**config.mk**
```make
export PLATFORM = sky130hd
export DESIGN_NAME = tdoa_sched_flat
export DESIGN_NICKNAME = d
export VERILOG_FILES = /design/src/rtl/tdoa_sched_if.sv /design/src/rtl/tdoa_sched.sv /design/src/flat_wrapper.sv
export SDC_FILE = /design/constraint.sdc
export NUM_CORES = 1
export LEC_CHECK = 0
export CORE_ASPECT_RATIO = 0.6
export CORE_MARGIN = 10
export CORE_UTILIZATION = 50
export CTS_BUF_LIST = sky130_fd_sc_hd__clkbuf_4 sky130_fd_sc_hd__clkbuf_8
export DETAILED_ROUTE_END_ITERATION = 12
export PLACE_DENSITY = 0.89
export REMOVE_ABC_BUFFERS = 1
export SYNTH_ARGS = -nofsm -noshare
export SYNTH_HDL_FRONTEND = slang
export SYNTH_SLANG_ARGS = --single-unit
```
**constraint.sdc**
```tcl
create_clock -name clk -period 3.4 [get_ports clk]
set_clock_uncertainty 0.05 [all_clocks]
set_input_delay 0.85 -clock clk [delete_from_list [all_inputs] [get_ports clk]]
set_output_delay 0.85 -clock clk [all_outputs]
set_load 0.005 [all_outputs]
```
**src/rtl/tdoa_sched_if.sv**
```systemverilog
// Output channel of the TDOA frame scheduler: one word per handshake,
// carrying a delay index tagged with its channel and frame number.
interface tdoa_sched_if #(
    parameter int NDATA_LOG = 7,
    parameter int FRAME_W   = 8
);
    logic                 dout_valid;
    logic                 dout_ready;
    logic [1:0]           dout_ch;
    logic [NDATA_LOG-1:0] dout_data;
    logic [FRAME_W-1:0]   dout_frame;

    modport master (
        output dout_valid,
        output dout_ch,
        output dout_data,
        output dout_frame,
        input  dout_ready
    );

    modport slave (
        input  dout_valid,
        input  dout_ch,
        input  dout_data,
        input  dout_frame,
        output dout_ready
    );
endinterface

```
**src/rtl/tdoa_sched.sv**
```systemverilog
// Frame scheduler: snapshots the three delay indices at each frame boundary
// (after a warm-up period) and serializes them A, B, C to one consumer.
// Boundaries that arrive while a frame is still being sent are dropped and
// counted in a saturating overrun counter.
module tdoa_sched #(
    parameter int NDATA     = 128,
    parameter int NDATA_LOG = $clog2(NDATA),
    parameter int SKIP      = 2,
    parameter int FRAME_W   = 8,
    parameter int OVF_W     = 4
) (
    input  logic                 clk,
    input  logic                 rst,
    input  logic                 ena,
    input  logic [NDATA_LOG-1:0] cntin,
    input  logic [NDATA_LOG-1:0] dIdA,
    input  logic [NDATA_LOG-1:0] dIdB,
    input  logic [NDATA_LOG-1:0] dIdC,
    tdoa_sched_if.master         dout,
    output logic                 busy,
    output logic [OVF_W-1:0]     ovf_cnt
);

    localparam logic [2:0] WARMUP = 3'd0;
    localparam logic [2:0] IDLE   = 3'd1;
    localparam logic [2:0] SEND_A = 3'd2;
    localparam logic [2:0] SEND_B = 3'd3;
    localparam logic [2:0] SEND_C = 3'd4;

    localparam int SKIP_W = (SKIP > 0) ? $clog2(SKIP + 1) : 1;
    localparam logic [SKIP_W-1:0] SKIP_LAST = SKIP_W'((SKIP > 0) ? SKIP - 1 : 0);
    localparam logic [NDATA_LOG-1:0] CNT_LAST = NDATA_LOG'(NDATA - 1);

    logic [2:0]           state, stateNxt;
    logic [SKIP_W-1:0]    skipCnt, skipNxt;
    logic [FRAME_W-1:0]   frameCnt, frameCntNxt;
    logic [FRAME_W-1:0]   frameTagNxt;
    logic [NDATA_LOG-1:0] snapA, snapB, snapC;
    logic [NDATA_LOG-1:0] snapANxt, snapBNxt, snapCNxt;
    logic [OVF_W-1:0]     ovfNxt;
    logic                 bnd;
    logic                 hs;
    logic                 capture;
    logic                 drop;

    // Saturating increment for the overrun counter.
    function automatic logic [OVF_W-1:0] satInc(input logic [OVF_W-1:0] v);
        return (&v) ? v : v + OVF_W'(1);
    endfunction

    assign bnd = ena && (cntin == CNT_LAST);
    assign hs  = dout.dout_valid && dout.dout_ready;

    // Next-state, capture and overrun decisions for the current cycle.
    always_comb begin
        stateNxt    = state;
        skipNxt     = skipCnt;
        frameCntNxt = frameCnt;
        frameTagNxt = dout.dout_frame;
        snapANxt    = snapA;
        snapBNxt    = snapB;
        snapCNxt    = snapC;
        ovfNxt      = ovf_cnt;
        capture     = 1'b0;
        drop        = 1'b0;

        case (state)
            WARMUP: begin
                if (SKIP == 0) begin
                    stateNxt = IDLE;
                end else if (bnd) begin
                    skipNxt = skipCnt + SKIP_W'(1);
                    if (skipCnt == SKIP_LAST) begin
                        stateNxt = IDLE;
                    end
                end
            end
            IDLE: begin
                capture = bnd;
            end
            SEND_A: begin
                drop = bnd;
                if (hs) begin
                    stateNxt = SEND_B;
                end
            end
            SEND_B: begin
                drop = bnd;
                if (hs) begin
                    stateNxt = SEND_C;
                end
            end
            SEND_C: begin
                // A boundary landing on the final handshake starts the next
                // frame immediately instead of counting as an overrun.
                if (hs) begin
                    if (bnd) begin
                        capture = 1'b1;
                    end else begin
                        stateNxt = IDLE;
                    end
                end else begin
                    drop = bnd;
                end
            end
            default: begin
                stateNxt = WARMUP;
            end
        endcase

        if (capture) begin
            stateNxt    = SEND_A;
            snapANxt    = dIdA;
            snapBNxt    = dIdB;
            snapCNxt    = dIdC;
            frameTagNxt = frameCnt;
            frameCntNxt = frameCnt + FRAME_W'(1);
        end

        // Dropped frames still consume a frame number so gaps are visible.
        if (drop) begin
            frameCntNxt = frameCnt + FRAME_W'(1);
            ovfNxt      = satInc(ovf_cnt);
        end
    end

    // Control state, counters and snapshot registers.
    always_ff @(posedge clk) begin
        if (!rst) begin
            state    <= WARMUP;
            skipCnt  <= '0;
            frameCnt <= '0;
            snapA    <= '0;
            snapB    <= '0;
            snapC    <= '0;
            ovf_cnt  <= '0;
        end else begin
            state    <= stateNxt;
            skipCnt  <= skipNxt;
            frameCnt <= frameCntNxt;
            snapA    <= snapANxt;
            snapB    <= snapBNxt;
            snapC    <= snapCNxt;
            ovf_cnt  <= ovfNxt;
        end
    end

    // Registered output word, decoded from the state being entered so that
    // valid/ch/data line up with the state on the same edge.
    always_ff @(posedge clk) begin
        if (!rst) begin
            dout.dout_valid <= 1'b0;
            dout.dout_ch    <= 2'd0;
            dout.dout_data  <= '0;
            dout.dout_frame <= '0;
            busy            <= 1'b0;
        end else begin
            dout.dout_frame <= frameTagNxt;
            case (stateNxt)
                SEND_A: begin
                    dout.dout_valid <= 1'b1;
                    busy            <= 1'b1;
                    dout.dout_ch    <= 2'd0;
                    dout.dout_data  <= snapANxt;
                end
                SEND_B: begin
                    dout.dout_valid <= 1'b1;
                    busy            <= 1'b1;
                    dout.dout_ch    <= 2'd1;
                    dout.dout_data  <= snapBNxt;
                end
                SEND_C: begin
                    dout.dout_valid <= 1'b1;
                    busy            <= 1'b1;
                    dout.dout_ch    <= 2'd2;
                    dout.dout_data  <= snapCNxt;
                end
                default: begin
                    dout.dout_valid <= 1'b0;
                    busy            <= 1'b0;
                end
            endcase
        end
    end

endmodule

```
**src/flat_wrapper.sv**
```systemverilog
// flat-port wrapper written by rule: the top's interface ports become plain ports
module tdoa_sched_flat 
#(
    parameter int NDATA     = 128,
    parameter int NDATA_LOG = $clog2(NDATA),
    parameter int SKIP      = 2,
    parameter int FRAME_W   = 8,
    parameter int OVF_W     = 4
)
  (clk, rst, ena, cntin, dIdA, dIdB, dIdC, busy, ovf_cnt, dout_dout_valid, dout_dout_ch, dout_dout_data, dout_dout_frame, dout_dout_ready);
  tdoa_sched_if #(.NDATA_LOG(NDATA_LOG), .FRAME_W(FRAME_W)) dout_i ();
  input  logic clk;
  input  logic rst;
  input  logic ena;
  input  logic [NDATA_LOG-1:0] cntin;
  input  logic [NDATA_LOG-1:0] dIdA;
  input  logic [NDATA_LOG-1:0] dIdB;
  input  logic [NDATA_LOG-1:0] dIdC;
  output logic busy;
  output logic [OVF_W-1:0] ovf_cnt;
  output wire logic [$bits(dout_i.dout_valid)-1:0] dout_dout_valid;
  output wire logic [$bits(dout_i.dout_ch)-1:0] dout_dout_ch;
  output wire logic [$bits(dout_i.dout_data)-1:0] dout_dout_data;
  output wire logic [$bits(dout_i.dout_frame)-1:0] dout_dout_frame;
  input wire logic [$bits(dout_i.dout_ready)-1:0] dout_dout_ready;
  assign dout_dout_valid = dout_i.dout_valid;
  assign dout_dout_ch = dout_i.dout_ch;
  assign dout_dout_data = dout_i.dout_data;
  assign dout_dout_frame = dout_i.dout_frame;
  assign dout_i.dout_ready = dout_dout_ready;
  tdoa_sched #(.NDATA(NDATA), .NDATA_LOG(NDATA_LOG), .SKIP(SKIP), .FRAME_W(FRAME_W), .OVF_W(OVF_W)) u_core (.clk(clk), .rst(rst), .ena(ena), .cntin(cntin), .dIdA(dIdA), .dIdB(dIdB), .dIdC(dIdC), .dout(dout_i), .busy(busy), .ovf_cnt(ovf_cnt));
endmodule
```
# After elaboration in Yosys (flattened, before gate mapping)
# Index checks and enable logic that the tools add are counted.
[op_classes] addsub=3 mul=0 n_div=0 order_cmp=0 n_eq_ne=9 shift=0 muxes=21 bitwise_logic=1 reduce_logical=10
[ops] cell="$mux W3" count=7
[ops] cell="$mux W7" count=3
[ops] cell="$pmux W7 S3" count=1
[ops] cell="$mux W8" count=2
[ops] cell="$pmux W3 S5" count=1
[ops] cell="$eq A3 B2 Y1 const B" count=4
[ops] cell="$add A8 B1 Y8 const B" count=1
[ops] cell="$eq A7 B7 Y1 const B" count=1
[ops] cell="$eq A3 B3 Y1 const B" count=2
[ops] cell="$pmux W2 S3" count=1
[ops] cell="$add A4 B1 Y4 const B" count=1
[ops] cell="$mux W1" count=4
[ops] cell="$pmux W1 S2" count=2
[ops] cell="$reduce_and A2 Y1" count=2
[ops] cell="$reduce_and A4 Y1" count=1
[ops] cell="$eq A3 B1 Y1 const B" count=1
[ops] cell="$logic_not A3 Y1" count=1
[ops] cell="$reduce_bool A3 Y1" count=1
[ops] cell="$reduce_or A3 Y1" count=1
[ops] cell="$add A2 B1 Y2 const B" count=1
[ops] cell="$eq A2 B1 Y1 const B" count=1
[ops] cell="$logic_and A1 B1 Y1" count=2
[ops] cell="$reduce_bool A2 Y1" count=1
[ops] cell="$reduce_or A2 Y1" count=1
[ops] cell="$not A1 Y1" count=1
[word_totals] regBits=56 latchBits=0 ram_bits=0 mem_bits_ro=0 inputBits=32 elab_cells=55 memories=0

# Longest topological paths before layout
# Gate-level depths: netlist of the first run.
[logic_depth] ltp_word=9 depth_mapped=7 mapped_depth_nobuf=5

# Worst setup path before layout of the first run
# Ideal clock, no wire load.
[synth_timing] path_type="input -> register" startpoint="input cntin[1]" endpoint="register u_core.dout.dout_data[2]" setup_ns=0.134 arrival_ns=2.400 required_time_ns=3.216 setup_slack_ns=0.816 path_stages=6 path_buffers=1 cell_sequence="nand4_1 > a2111o_1 > buf_6 > mux2_4 > a222oi_1 > a211oi_1"
[synth_between] elab_chain_cells=8
[synth_rtl] element="start, declared" line="flat_wrapper.sv:15" rtl="input logic [NDATA_LOG-1:0] cntin;"
[synth_rtl] element="$eq A7 B7 Y1 *" line="tdoa_sched.sv:51" rtl="assign bnd = ena && (cntin == CNT_LAST);"
[synth_rtl] element="$logic_and A1 B1 Y1 *" line="tdoa_sched.sv:51"
[synth_rtl] element="$mux W3 / $mux W1 (equally long branches)" line="tdoa_sched.sv:97" rtl="if (bnd) begin"
[synth_rtl] element="$mux W3 / $mux W1 (equally long branches)" line="tdoa_sched.sv:96" rtl="if (hs) begin"
[synth_rtl] element="$pmux W3 S5 / $pmux W1 S2 (equally long branches)" line="tdoa_sched.sv:67" rtl="case (state)"
[synth_rtl] element="$mux W3" line="tdoa_sched.sv:111" rtl="if (capture) begin"
[synth_rtl] element="$eq A3 B3 Y1 / $eq A3 B2 Y1 (equally long branches)" line="tdoa_sched.sv:159" rtl="case (stateNxt)"
[synth_rtl] element="$pmux W7 S3 / $reduce_bool A3 Y1 (equally long branches)"
[synth_rtl] element="end signal, assigned" line="tdoa_sched.sv:164" rtl="dout.dout_data <= snapANxt;"
[synth_rtl] element="end signal, assigned" line="tdoa_sched.sv:170" rtl="dout.dout_data <= snapBNxt;"
[synth_rtl] element="end signal, assigned" line="tdoa_sched.sv:176" rtl="dout.dout_data <= snapCNxt;"
[synth_rtl] element="end, declared" line="tdoa_sched_if.sv:16" rtl="output dout_data,"
# Every way passes the cells marked *; elsewhere a longest branch is shown, timed or not.
# A chain may end at the register's enable or synchronous reset.

# Worst setup path after layout of the first run
[layout_timing] startpoint="input dout_dout_ready" endpoint="register u_core.dout.dout_data[3]"
[layout_between] elab_chain_cells=6
[layout_rtl] element="start, declared" line="flat_wrapper.sv:25" rtl="input wire logic [$bits(dout_i.dout_ready)-1:0] dout_dout_ready;"
[layout_rtl] element="$logic_and A1 B1 Y1 *" line="tdoa_sched.sv:52" rtl="assign hs = dout.dout_valid && dout.dout_ready;"
[layout_rtl] element="$mux W3 (tied with other cells)" line="tdoa_sched.sv:96"
[layout_rtl] element="$pmux W3 S5 / $pmux W1 S2 (equally long branches)" line="tdoa_sched.sv:67"
[layout_rtl] element="$mux W3" line="tdoa_sched.sv:111"
[layout_rtl] element="$eq A3 B3 Y1 / $eq A3 B2 Y1 (equally long branches)" line="tdoa_sched.sv:159"
[layout_rtl] element="$pmux W7 S3 / $reduce_bool A3 Y1 (equally long branches)"
# Marked as above.

==> results of run 1 <==
==> registers in the layout (all words and copies together), names as in the netlist <==
| signal | count |
|---|---|
| u_core.dout.dout_ch | 2 |
| u_core.dout.dout_data | 7 |
| u_core.dout.dout_frame | 8 |
| u_core.dout.dout_valid | 1 |
| u_core.frameCnt | 8 |
| u_core.ovf_cnt | 4 |
| u_core.skipCnt | 2 |
| u_core.snapA | 7 |
| u_core.snapB | 7 |
| u_core.snapC | 7 |
| u_core.state | 3 |
==> per-stage QoR <==
step / utilization [%] / instance area (sq um) / hold slack [ps]
after floorplan: - / 2360 / 381
after global routing: 68.1 / 3160 / 427
after global placement: 66.0 / 3060 / 388
after detailed placement: 66.0 / 3060 / 393
final: 68.1 / 3160 / 404
after CTS: 68.1 / 3160 / 406
==> cell usage in the layout (no fill, tap or decap), types with 2 or more instances in the layout <==
| cell type | synthesis | layout |
|---|---|---|
| xor2_1 | 5 | 5 |
| mux2i_1 | 2 | 2 |
| and3_1 | 4 | 4 |
| inv_1 | 2 | 2 |
| a21oi_1 | 33 | 33 |
| buf_4 | 2 | 11 |
| and2_1 | 12 | 12 |
| a211oi_1 | 10 | 10 |
| clkbuf_8 | 0 | 6 |
| xnor2_1 | 5 | 5 |
| a222oi_1 | 6 | 6 |
| mux2_4 | 4 | 4 |
| clkdlybuf4s50_1 | 0 | 54 |
| nor2b_1 | 2 | 2 |
| o21ai_0 | 4 | 4 |
| nand3_1 | 2 | 2 |
| or3_1 | 3 | 3 |
| ha_1 | 3 | 3 |
| nand4_1 | 5 | 5 |
| o2111ai_1 | 2 | 2 |
| nand2b_1 | 3 | 3 |
| nor2_1 | 16 | 16 |
| nand2_1 | 51 | 51 |
| dfxtp_1 | 56 | 56 |
| mux2_2 | 3 | 3 |
==> metal layers <==
metal  wire length, um  track usage, %  part of all wire, %
met2              2820            24.8                   46
met3               554            4.40                  9.1
met4                68            4.96                  1.1
met1              2660            19.6                   44
met5                 0               0                    0
==> synth_stat cells (2+ instances only) <==
master | count | area share [%]
mux2_2 | 3 | 1.4
a21oi_1 | 33 | 6.8
or3_1 | 3 | 0.77
nor2b_1 | 2 | 0.51
nand4_1 | 5 | 1.3
mux2_4 | 4 | 2.5
mux2i_1 | 2 | 0.82
clkbuf_1 | 11 | 1.7
ha_1 | 3 | 1.5
buf_2 | 3 | 0.62
xor2_1 | 5 | 1.8
a211oi_1 | 10 | 3.1
o2111ai_1 | 2 | 0.72
dfxtp_1 | 56 | 46
nand2_1 | 51 | 7.9
nor2_1 | 16 | 2.5
a222oi_1 | 6 | 2.5
and3_1 | 4 | 1.0
nand3_1 | 2 | 0.41
buf_4 | 2 | 0.62
nand2b_1 | 3 | 0.77
inv_1 | 2 | 0.31
and2_1 | 12 | 3.1
o21ai_0 | 4 | 0.82
xnor2_1 | 5 | 1.8
==> worst register-to-register path, delay by kind of cell, from the launching register on <==
kind | cells | cell delay (ps)
and+or+nand+nor | 1 | 170
DFF | 1 | 610
AOI/OAI and AO/OA | 3 | 1080
muxes | 1 | 390
==> cell type report <==
cell class                 instances  area, sq um  share of cell area, %
clock buffer                       7         90.1                   2.85
inverter                           3         11.3                  0.357
multi-input combinational        196         1220                   38.8
sequential                        56         1120                   35.5
timing repair buffer              65          623                   19.7
tap                               63         78.8                   2.50
clock inverter                     1         7.51                  0.238
==> power by group through the flow <==
stage                      logic, W  clock network (W)  registers (W)
after floorplan           0.0000108                  0       0.000673
after CTS                 0.0000602           0.000389       0.000658
after global routing      0.0000637           0.000417       0.000658
after detailed placement  0.0000598                  0       0.000673
after global placement    0.0000585                  0       0.000673
final                     0.0000598           0.000380       0.000658
==> worst max-delay path by stage <==
stage / startpoint / endpoint / slack [ps] / cells after the start
6_report: dout_dout_ready / u_core.dout.dout_data[3] / 490 / 6
5_1_grt: dout_dout_ready / u_core.dout.dout_data[5] / 330 / 6
4_1_cts: dout_dout_ready / u_core.dout.dout_data[3] / 490 / 6
3_5_place_dp: dout_dout_ready / u_core.dout.dout_data[3] / 170 / 6
3_3_place_gp: dout_dout_ready / u_core.dout.dout_data[6] / 270 / 7
2_1_floorplan: cntin[1] / u_core.dout.dout_data[2] / 580 / 5
==> kinds of logic after synthesis <==
group,after synthesis
XOR/XNOR,10
buffers and inverters,20
flip-flops,56
AND/OR/NAND/NOR,103
AO/OA/AOI/OAI,71
adder cells (fa/ha/maj),3
multiplexers,9
==> run summary, run 1 <==
Die Area: 8160 sq um
Synth Area in Compound Gates: 19.5%
area share of fa/ha/maj cells after synthesis: 1.54%
cts bufs inserted: 5
Seq cells post-synth: 56
worst-skew pair later-pin latency: 310 ps
layout cells sized above 1: 9.45%
post-CTS sizing: 0
asr flop ratio synth: 0%
DR DRC count: 0
Tot Pwr: 0.00110 W
hold wc startpoint: u_core.snapA[6]
sw frac: 20.8%
Avg WL per Cell: 15.6 um
largest net degree at the start of global routing: 35
RSZ-0062 raised after global routing: no
Starting Density: 52.6%
Power Internal: 0.000869 W
post-CTS setup buffers: 0
initial antenna violation count: 0
Startpoint Class: input port
width of the die: 110 um
hold-critical path endpoint: u_core.snapA[6]
post-route setup TNS: 0 ps
Psw: 0.000229 W
clk buf depth: 2
Max-slew headroom: 62.6%
Crit Path Max Fanout: 13
GPL Wtd Cong: 0.847
CTS tree: done
Pleak: 1.13 nW
ys flop type: dfxtp_1
power share of the clock group: 34.6%
Setup crit end kind: register
cell family with the largest share of critical-path delay: compound AO/OA/AOI/OAI gates
DP Worst Slack: 171 ps
Total GRT Usage: 15.4%
Hold Vio Cnt, Final: 0
Yosys cell types: 48
final wirelength: 6.10 mm
DR vias/cell: 5.44
fin crit period: 2910 ps
post-route ant nets: 0
main combinational cell family by area after synthesis: simple AND/OR/NAND/NOR gates
period utilisation layout: 85.6%
CTS root buf: clkbuf_8
CTS Sinks: 56
Clk pin slew, worst setup/hold paths: 90 ps
placed insts: 383
Req. time, crit path: 3540 ps
pwr dens: 348 nW/um^2
Syn-to-layout area delta: 29.4%
Max VDD drop: 0.279 mV
Die Ht: 74.1 um
crit-path cells: clkdlybuf4s50_1 -> nand4b_4 -> a2111o_1 -> mux2_4 -> a222oi_1 -> a211oi_1
xor/xnor share of the synthesized area: 3.59%
syn_area_per_cell: 8.97 sq um
post-synthesis mux area share: 4.67%
simple-gate portion of the synthesized area: 20.8%
H-tree Lvls: 2
fin cells: 391
Core Area: 4640 sq um
DR iter-0 viols: 171
Critical Path Slowest Stage Cell: a2111o_1
RR Startpoint: u_core.state[2]
Hold Crit Class: register to register
IO Pins: 55
WP buf/inv: 1
critical path data arrival time: 3050 ps
DR pass1 iterations: 4
kind of critical path: input port to register
hpwl dp: 4.55 mm
max cap viols: 0
FILL cells: 382
cts hold-fix bufs: 0
Ant. Diodes: 0
vias in the first global route: 2141
final slew viol count: 0
FF-to-FF End: u_core.dout.dout_data[3]
synthesized area: 2440 sq um
min setup slack post-route: 491 ps
register area share after synthesis: 46.0%
GRT Residual Overflow: 0
slew of the pin with the lowest slew margin: 561 ps
PortBufs: 54
via count: 2126
sequential fraction of design power: 59.9%
Final #Nets: 362
Final setup viols: 0
status: finished clean
Comb power frac: 5.4%
hold path depth: 2
global-route wire length before repair: 10.1 mm
Peak Freq: 0.344 GHz
Reg2Reg Setup Slack: 970 ps
Max stage delay on crit path: 630 ps
cell count after synthesis: 272
row cnt: 19
count of flip-flops with a built-in enable after synthesis: 0
r2r worst-path depth: 5
Yosys Warn Count: 0
Note: power is estimated with default switching activity, not from simulation.
==> run 2: changes to the inputs <==
--- a/config.mk
+++ b/config.mk
@@ -6,7 +6,7 @@
 export NUM_CORES = 1
 export LEC_CHECK = 0
 export CORE_ASPECT_RATIO = 0.6
-export CORE_MARGIN = 10
+export CORE_MARGIN = 3
 export CORE_UTILIZATION = 50
 export CTS_BUF_LIST = sky130_fd_sc_hd__clkbuf_4 sky130_fd_sc_hd__clkbuf_8
 export DETAILED_ROUTE_END_ITERATION = 12
==> run 2 against run 1 <==
Net effect:
- cell count is 1.0% lower
- global-route usage rose by 4.9 points
- first-iteration DRC count down 7.0%
- register-to-register slack barely moved
- worst hold slack improved by 0.78 ps
==> run summary, run 2 (synthesis gave the netlist of run 1 again) <==
status: finished clean (unchanged)
final wirelength: 5.56 mm (was 6.10 mm)
period utilisation layout: 86.0% (was 85.6%)
clk buf depth: 2 (unchanged)
IO Pins: 55 (unchanged)
DR iter-0 viols: 159 (was 171)
Max-slew headroom: 66.4% (was 62.6%)
post-CTS setup buffers: 0 (unchanged)
Startpoint Class: input port (unchanged)
row cnt: 18 (was 19)
vias in the first global route: 1931 (was 2141)
kind of critical path: input port to register (unchanged)
Starting Density: 55.5% (was 52.6%)
DR vias/cell: 5.51 (was 5.44)
initial antenna violation count: 0 (unchanged)
Reg2Reg Setup Slack: 980 ps (was 970 ps)
Hold Crit Class: register to register (unchanged)
Clk pin slew, worst setup/hold paths: 100 ps (was 90 ps)
GPL Wtd Cong: 0.811 (was 0.847)
Syn-to-layout area delta: 29.1% (was 29.4%)
Die Ht: 60.1 um (was 74.1 um)
pwr dens: 339 nW/um^2 (was 348 nW/um^2)
max cap viols: 0 (unchanged)
Crit Path Max Fanout: 26 (was 13)
CTS tree: done (unchanged)
worst-skew pair later-pin latency: 310 ps (about the same)
layout cells sized above 1: 9.17% (was 9.45%)
largest net degree at the start of global routing: 45 (was 35)
width of the die: 96.2 um (was 110 um)
hpwl dp: 3.93 mm (was 4.55 mm)
Avg WL per Cell: 14.4 um (was 15.6 um)
GRT Residual Overflow: 0 (unchanged)
post-route setup TNS: 0 ps (unchanged)
via count: 2132 (was 2126)
Hold Vio Cnt, Final: 0 (unchanged)
post-route ant nets: 0 (unchanged)
DR DRC count: 0 (unchanged)
Max VDD drop: 0.208 mV (was 0.279 mV)
final slew viol count: 0 (unchanged)
Final setup viols: 0 (unchanged)
Die Area: 5780 sq um (was 8160 sq um)
cts bufs inserted: 5 (unchanged)
fin crit period: 2920 ps (was 2910 ps)
Pleak: 1.13 nW (about the same)
H-tree Lvls: 2 (unchanged)
cts hold-fix bufs: 0 (unchanged)
post-CTS sizing: 0 (unchanged)
Req. time, crit path: 3530 ps (was 3540 ps)
Ant. Diodes: 0 (unchanged)
PortBufs: 54 (unchanged)
Peak Freq: 0.342 GHz (was 0.344 GHz)
DR pass1 iterations: 4 (unchanged)
global-route wire length before repair: 9.11 mm (was 10.1 mm)
largest registers: u_core.dout.dout_frame: 8 flops, u_core.frameCnt: 8 flops (unchanged)
r2r worst-path depth: 6 (was 5)
Setup crit end kind: register (unchanged)
Total GRT Usage: 20.3% (was 15.4%)
Final #Nets: 362 (unchanged)
CTS root buf: clkbuf_8 (unchanged)
most frequent cells in the layout: dfxtp_1 (56), clkdlybuf4s50_1 (54), nand2_1 (51) (unchanged)
RSZ-0062 raised after global routing: no (unchanged)
CTS Sinks: 56 (unchanged)
critical path data arrival time: 3050 ps (about the same)
most common cell after layout, fill and taps aside: dfxtp_1 (unchanged)
Core Area: 4390 sq um (was 4640 sq um)
Final Util: 71.7% (was 68.1%)
slew of the pin with the lowest slew margin: 503 ps (was 561 ps)
hold path depth: 2 (unchanged)
[run 2: through the flow]
step                      hold slack [ps]  cells  total power, W  setup slack [ps]  instance area [sq um]
after floorplan                       381    255        0.000684               581                   2360
after global placement                390    380        0.000731               248                   3070
after detailed placement              394    380        0.000731               185                   3070
after CTS                             408    387         0.00107               483                   3150
after global routing                  425    387         0.00111               382                   3150
final                                 405    387         0.00107               477                   3150
[run 2: path summary, 6_finish.rpt]
check	from	to
setup / recovery	dout_dout_ready	u_core.dout.dout_data[5]
hold / removal	u_core.snapB[2]	u_core.snapB[2]
setup reg to reg	u_core.state[2]	u_core.dout.dout_data[5]
hold reg to reg	u_core.snapB[2]	u_core.snapB[2]
[run 2: cell type report]
cell class / instances / area, sq um
clock buffer: 5 / 68.8
fill: 335 / 1240
multi-input combinational: 196 / 1220
clock inverter: 2 / 12.5
inverter: 3 / 11.3
timing repair buffer: 65 / 636
tap: 60 / 75.1
sequential: 56 / 1120
[run 2: per-layer routing]
| metal | GRT usage [%] | routed length [um] | vias up |
|---|---|---|---|
| li1 | - | - | 1072 |
| met1 | 29.5 | 2670 | 987 |
| met2 | 30.4 | 2440 | 69 |
| met3 | 5.41 | 424 | 4 |
| met4 | 3.64 | 25 | 0 |
| met5 | 0 | 0 | - |
[run 2: report_power, final]
group | total, W | internal [W] | switching (W)
clock network | 0.000351 | 0.000140 | 0.000211
logic | 0.0000584 | 0.0000384 | 0.0000199
registers | 0.000658 | 0.000657 | 0.00000125
[run 2: critical path, stage by stage]
cell	delay [ps]
clkdlybuf4s50_1	600
nand4b_4	140
a2111o_1	490
buf_12	210
mux2_4	310
a222oi_1	310
a211oi_1	130
==> run 3: changes to the inputs <==
--- a/config.mk
+++ b/config.mk
@@ -9,9 +9,12 @@
 export CORE_MARGIN = 3
 export CORE_UTILIZATION = 50
 export CTS_BUF_LIST = sky130_fd_sc_hd__clkbuf_4 sky130_fd_sc_hd__clkbuf_8
+export CTS_CLUSTER_SIZE = 20
 export DETAILED_ROUTE_END_ITERATION = 12
-export PLACE_DENSITY = 0.89
+export DONT_BUFFER_PORTS = 1
+export PLACE_DENSITY = 0.75
 export REMOVE_ABC_BUFFERS = 1
 export SYNTH_ARGS = -nofsm -noshare
 export SYNTH_HDL_FRONTEND = slang
 export SYNTH_SLANG_ARGS = --single-unit
+export TNS_END_PERCENT = 30
==> run 3 against run 2 <==
Net effect:
- wire length down 1.7%
- combinational power is 73% lower
- via count decreased by 9.1%
- critical path type unchanged
- largest power group unchanged
- non-clock buffer count decreased by 61
- utilization shrank 14 points
- count of clock-buffer cells in the layout is 2 higher
- die area stayed put
- clock power rose by 8.3%
- final area down 19%
- critical endpoint is now u_core.dout.dout_data[1]
- first-iteration DRC count is 17% lower
==> run summary, run 3 (synthesis gave the netlist of run 1 again) <==
status: finished clean (unchanged)
largest net degree at the start of global routing: 34 (was 45)
most common cell after layout, fill and taps aside: dfxtp_1 (unchanged)
DR vias/cell: 5.92 (was 5.51)
via count: 1937 (was 2132)
DR DRC count: 0 (unchanged)
Peak Freq: 0.368 GHz (was 0.342 GHz)
post-route setup TNS: 0 ps (unchanged)
post-route ant nets: 0 (unchanged)
sequential fraction of design power: 62.5% (was 61.6%)
CTS Sinks: 56 (unchanged)
final wirelength: 5.47 mm (was 5.56 mm)
Psw: 0.000229 W (was 0.000232 W)
max cap viols: 0 (unchanged)
Syn-to-layout area delta: 4.72% (was 29.1%)
Startpoint Class: input port (unchanged)
Final setup viols: 0 (unchanged)
IO Pins: 55 (unchanged)
Crit Path Max Fanout: 22 (was 26)
Comb power frac: 1.5% (was 5.5%)
RSZ-0062 raised after global routing: no (unchanged)
Ant. Diodes: 0 (unchanged)
GPL Wtd Cong: 0.821 (was 0.811)
Hold Crit Class: register to register (unchanged)
post-CTS setup buffers: 0 (unchanged)
DR pass1 iterations: 4 (unchanged)
fin crit period: 2720 ps (was 2920 ps)
post-CTS sizing: 0 (unchanged)
slew of the pin with the lowest slew margin: 837 ps (was 503 ps)
sw frac: 21.7% (was 21.8%)
Avg WL per Cell: 16.7 um (was 14.4 um)
global-route wire length before repair: 8.56 mm (was 9.11 mm)
Setup crit end kind: register (unchanged)
worst-skew pair later-pin latency: 310 ps (about the same)
width of the die: 96.2 um (unchanged)
PortBufs: 0 (was 54)
Starting Density: 55.5% (unchanged)
row cnt: 18 (unchanged)
Final #Nets: 301 (was 362)
Max-slew headroom: 44.2% (was 66.4%)
Max VDD drop: 0.224 mV (was 0.208 mV)
vias in the first global route: 1759 (was 1931)
Clk pin slew, worst setup/hold paths: 90 ps (was 100 ps)
cts bufs inserted: 5 (unchanged)
DR iter-0 viols: 132 (was 159)
final slew viol count: 0 (unchanged)
CTS root buf: clkbuf_8 (unchanged)
most frequent cells in the layout: dfxtp_1 (56), nand2_1 (51), a21oi_1 (33) (was dfxtp_1 (56), clkdlybuf4s50_1 (54), nand2_1 (51))
cts hold-fix bufs: 0 (unchanged)
GRT Residual Overflow: 0 (unchanged)
period utilisation layout: 79.9% (was 86.0%)
hpwl dp: 3.83 mm (was 3.93 mm)
CTS tree: done (unchanged)
kind of critical path: input port to register (unchanged)
largest registers: u_core.dout.dout_frame: 8 flops, u_core.frameCnt: 8 flops (unchanged)
Power Internal: 0.000825 W (was 0.000835 W)
Core Area: 4390 sq um (unchanged)
pwr dens: 413 nW/um^2 (was 339 nW/um^2)
Min Hold Slack: 408 ps (was 405 ps)
layout cells sized above 1: 8.99% (was 9.17%)
critical path data arrival time: 2850 ps (was 3050 ps)
initial antenna violation count: 0 (unchanged)
Die Ht: 60.1 um (unchanged)
Pleak: 0.894 nW (was 1.13 nW)
Hold Vio Cnt, Final: 0 (unchanged)
power share of the clock group: 36.1% (was 32.9%)
clk buf depth: 2 (unchanged)
FILL cells: 399 (was 335)
Req. time, crit path: 3530 ps (about the same)
Die Area: 5780 sq um (unchanged)
H-tree Lvls: 2 (unchanged)
Total GRT Usage: 19.8% (was 20.3%)
==> run 3: cell count changes in the layout (fill, tap and decap cells not counted), sizes merged <==
cell and delta:
clkdlybuf4s50 -54, buf -7, clkbuf +2, clkinvlp -1
==> run 3: metal layers <==
| metal | routed length [um] | GRT usage [%] |
|---|---|---|
| met3 | 543 | 7.92 |
| met2 | 2330 | 27.4 |
| met5 | 0 | 0 |
| met1 | 2520 | 27.7 |
| met4 | 66 | 6.48 |
==> run 3: worst max-delay path, stage by stage <==
cell      delay (ps)
nand4_1          260
a2111o_1         830
mux2_2           420
a222oi_1         350
a211oi_1         130
==> run 3: power by group through the flow <==
| stage | logic, W | registers (W) | clock network (W) |
|---|---|---|---|
| floorplan | 0.0000108 | 0.000673 | 0 |
| global placement | 0.0000155 | 0.000673 | 0 |
| detailed placement | 0.0000155 | 0.000673 | 0 |
| CTS | 0.0000156 | 0.000658 | 0.000383 |
| global route | 0.0000170 | 0.000659 | 0.000413 |
| finish | 0.0000156 | 0.000658 | 0.000380 |
==> run 3: stage by stage <==
stage / utilization, % / worst slack [ps] / std cells / instance area [sq um] / power (W)
6_report: 58.1 / 683 / 327 / 2550 / 0.00105
5_1_grt: 58.1 / 553 / 327 / 2550 / 0.00109
4_1_cts: 58.1 / 693 / 327 / 2550 / 0.00106
3_5_place_dp: 56.0 / 345 / 319 / 2460 / 0.000689
3_3_place_gp: 56.0 / 497 / 319 / 2460 / 0.000689
2_1_floorplan: - / 581 / 255 / 2360 / 0.000684
==> run 3: layout make-up <==
type	instances	area (sq um)	area share [%]
timing repair buffer	4	30.0	1.18
inverter	3	11.3	0.441
multi-input combinational	196	1220	47.9
sequential	56	1120	43.9
clock inverter	1	8.76	0.343
tap	60	75.1	2.94
clock buffer	7	83.8	3.28
==> run 3: worst paths after layout <==
| path | start | endpoint | slack, ps | cells after the start |
|---|---|---|---|---|
| worst max register to register | u_core.state[2] | u_core.dout.dout_data[1] | 710 | 5 |
| worst max-delay path | cntin[1] | u_core.dout.dout_data[1] | 680 | 5 |
| worst min register to register | u_core.snapC[6] | u_core.snapC[6] | 410 | 2 |
| worst min-delay path | u_core.snapC[6] | u_core.snapC[6] | 410 | 2 |
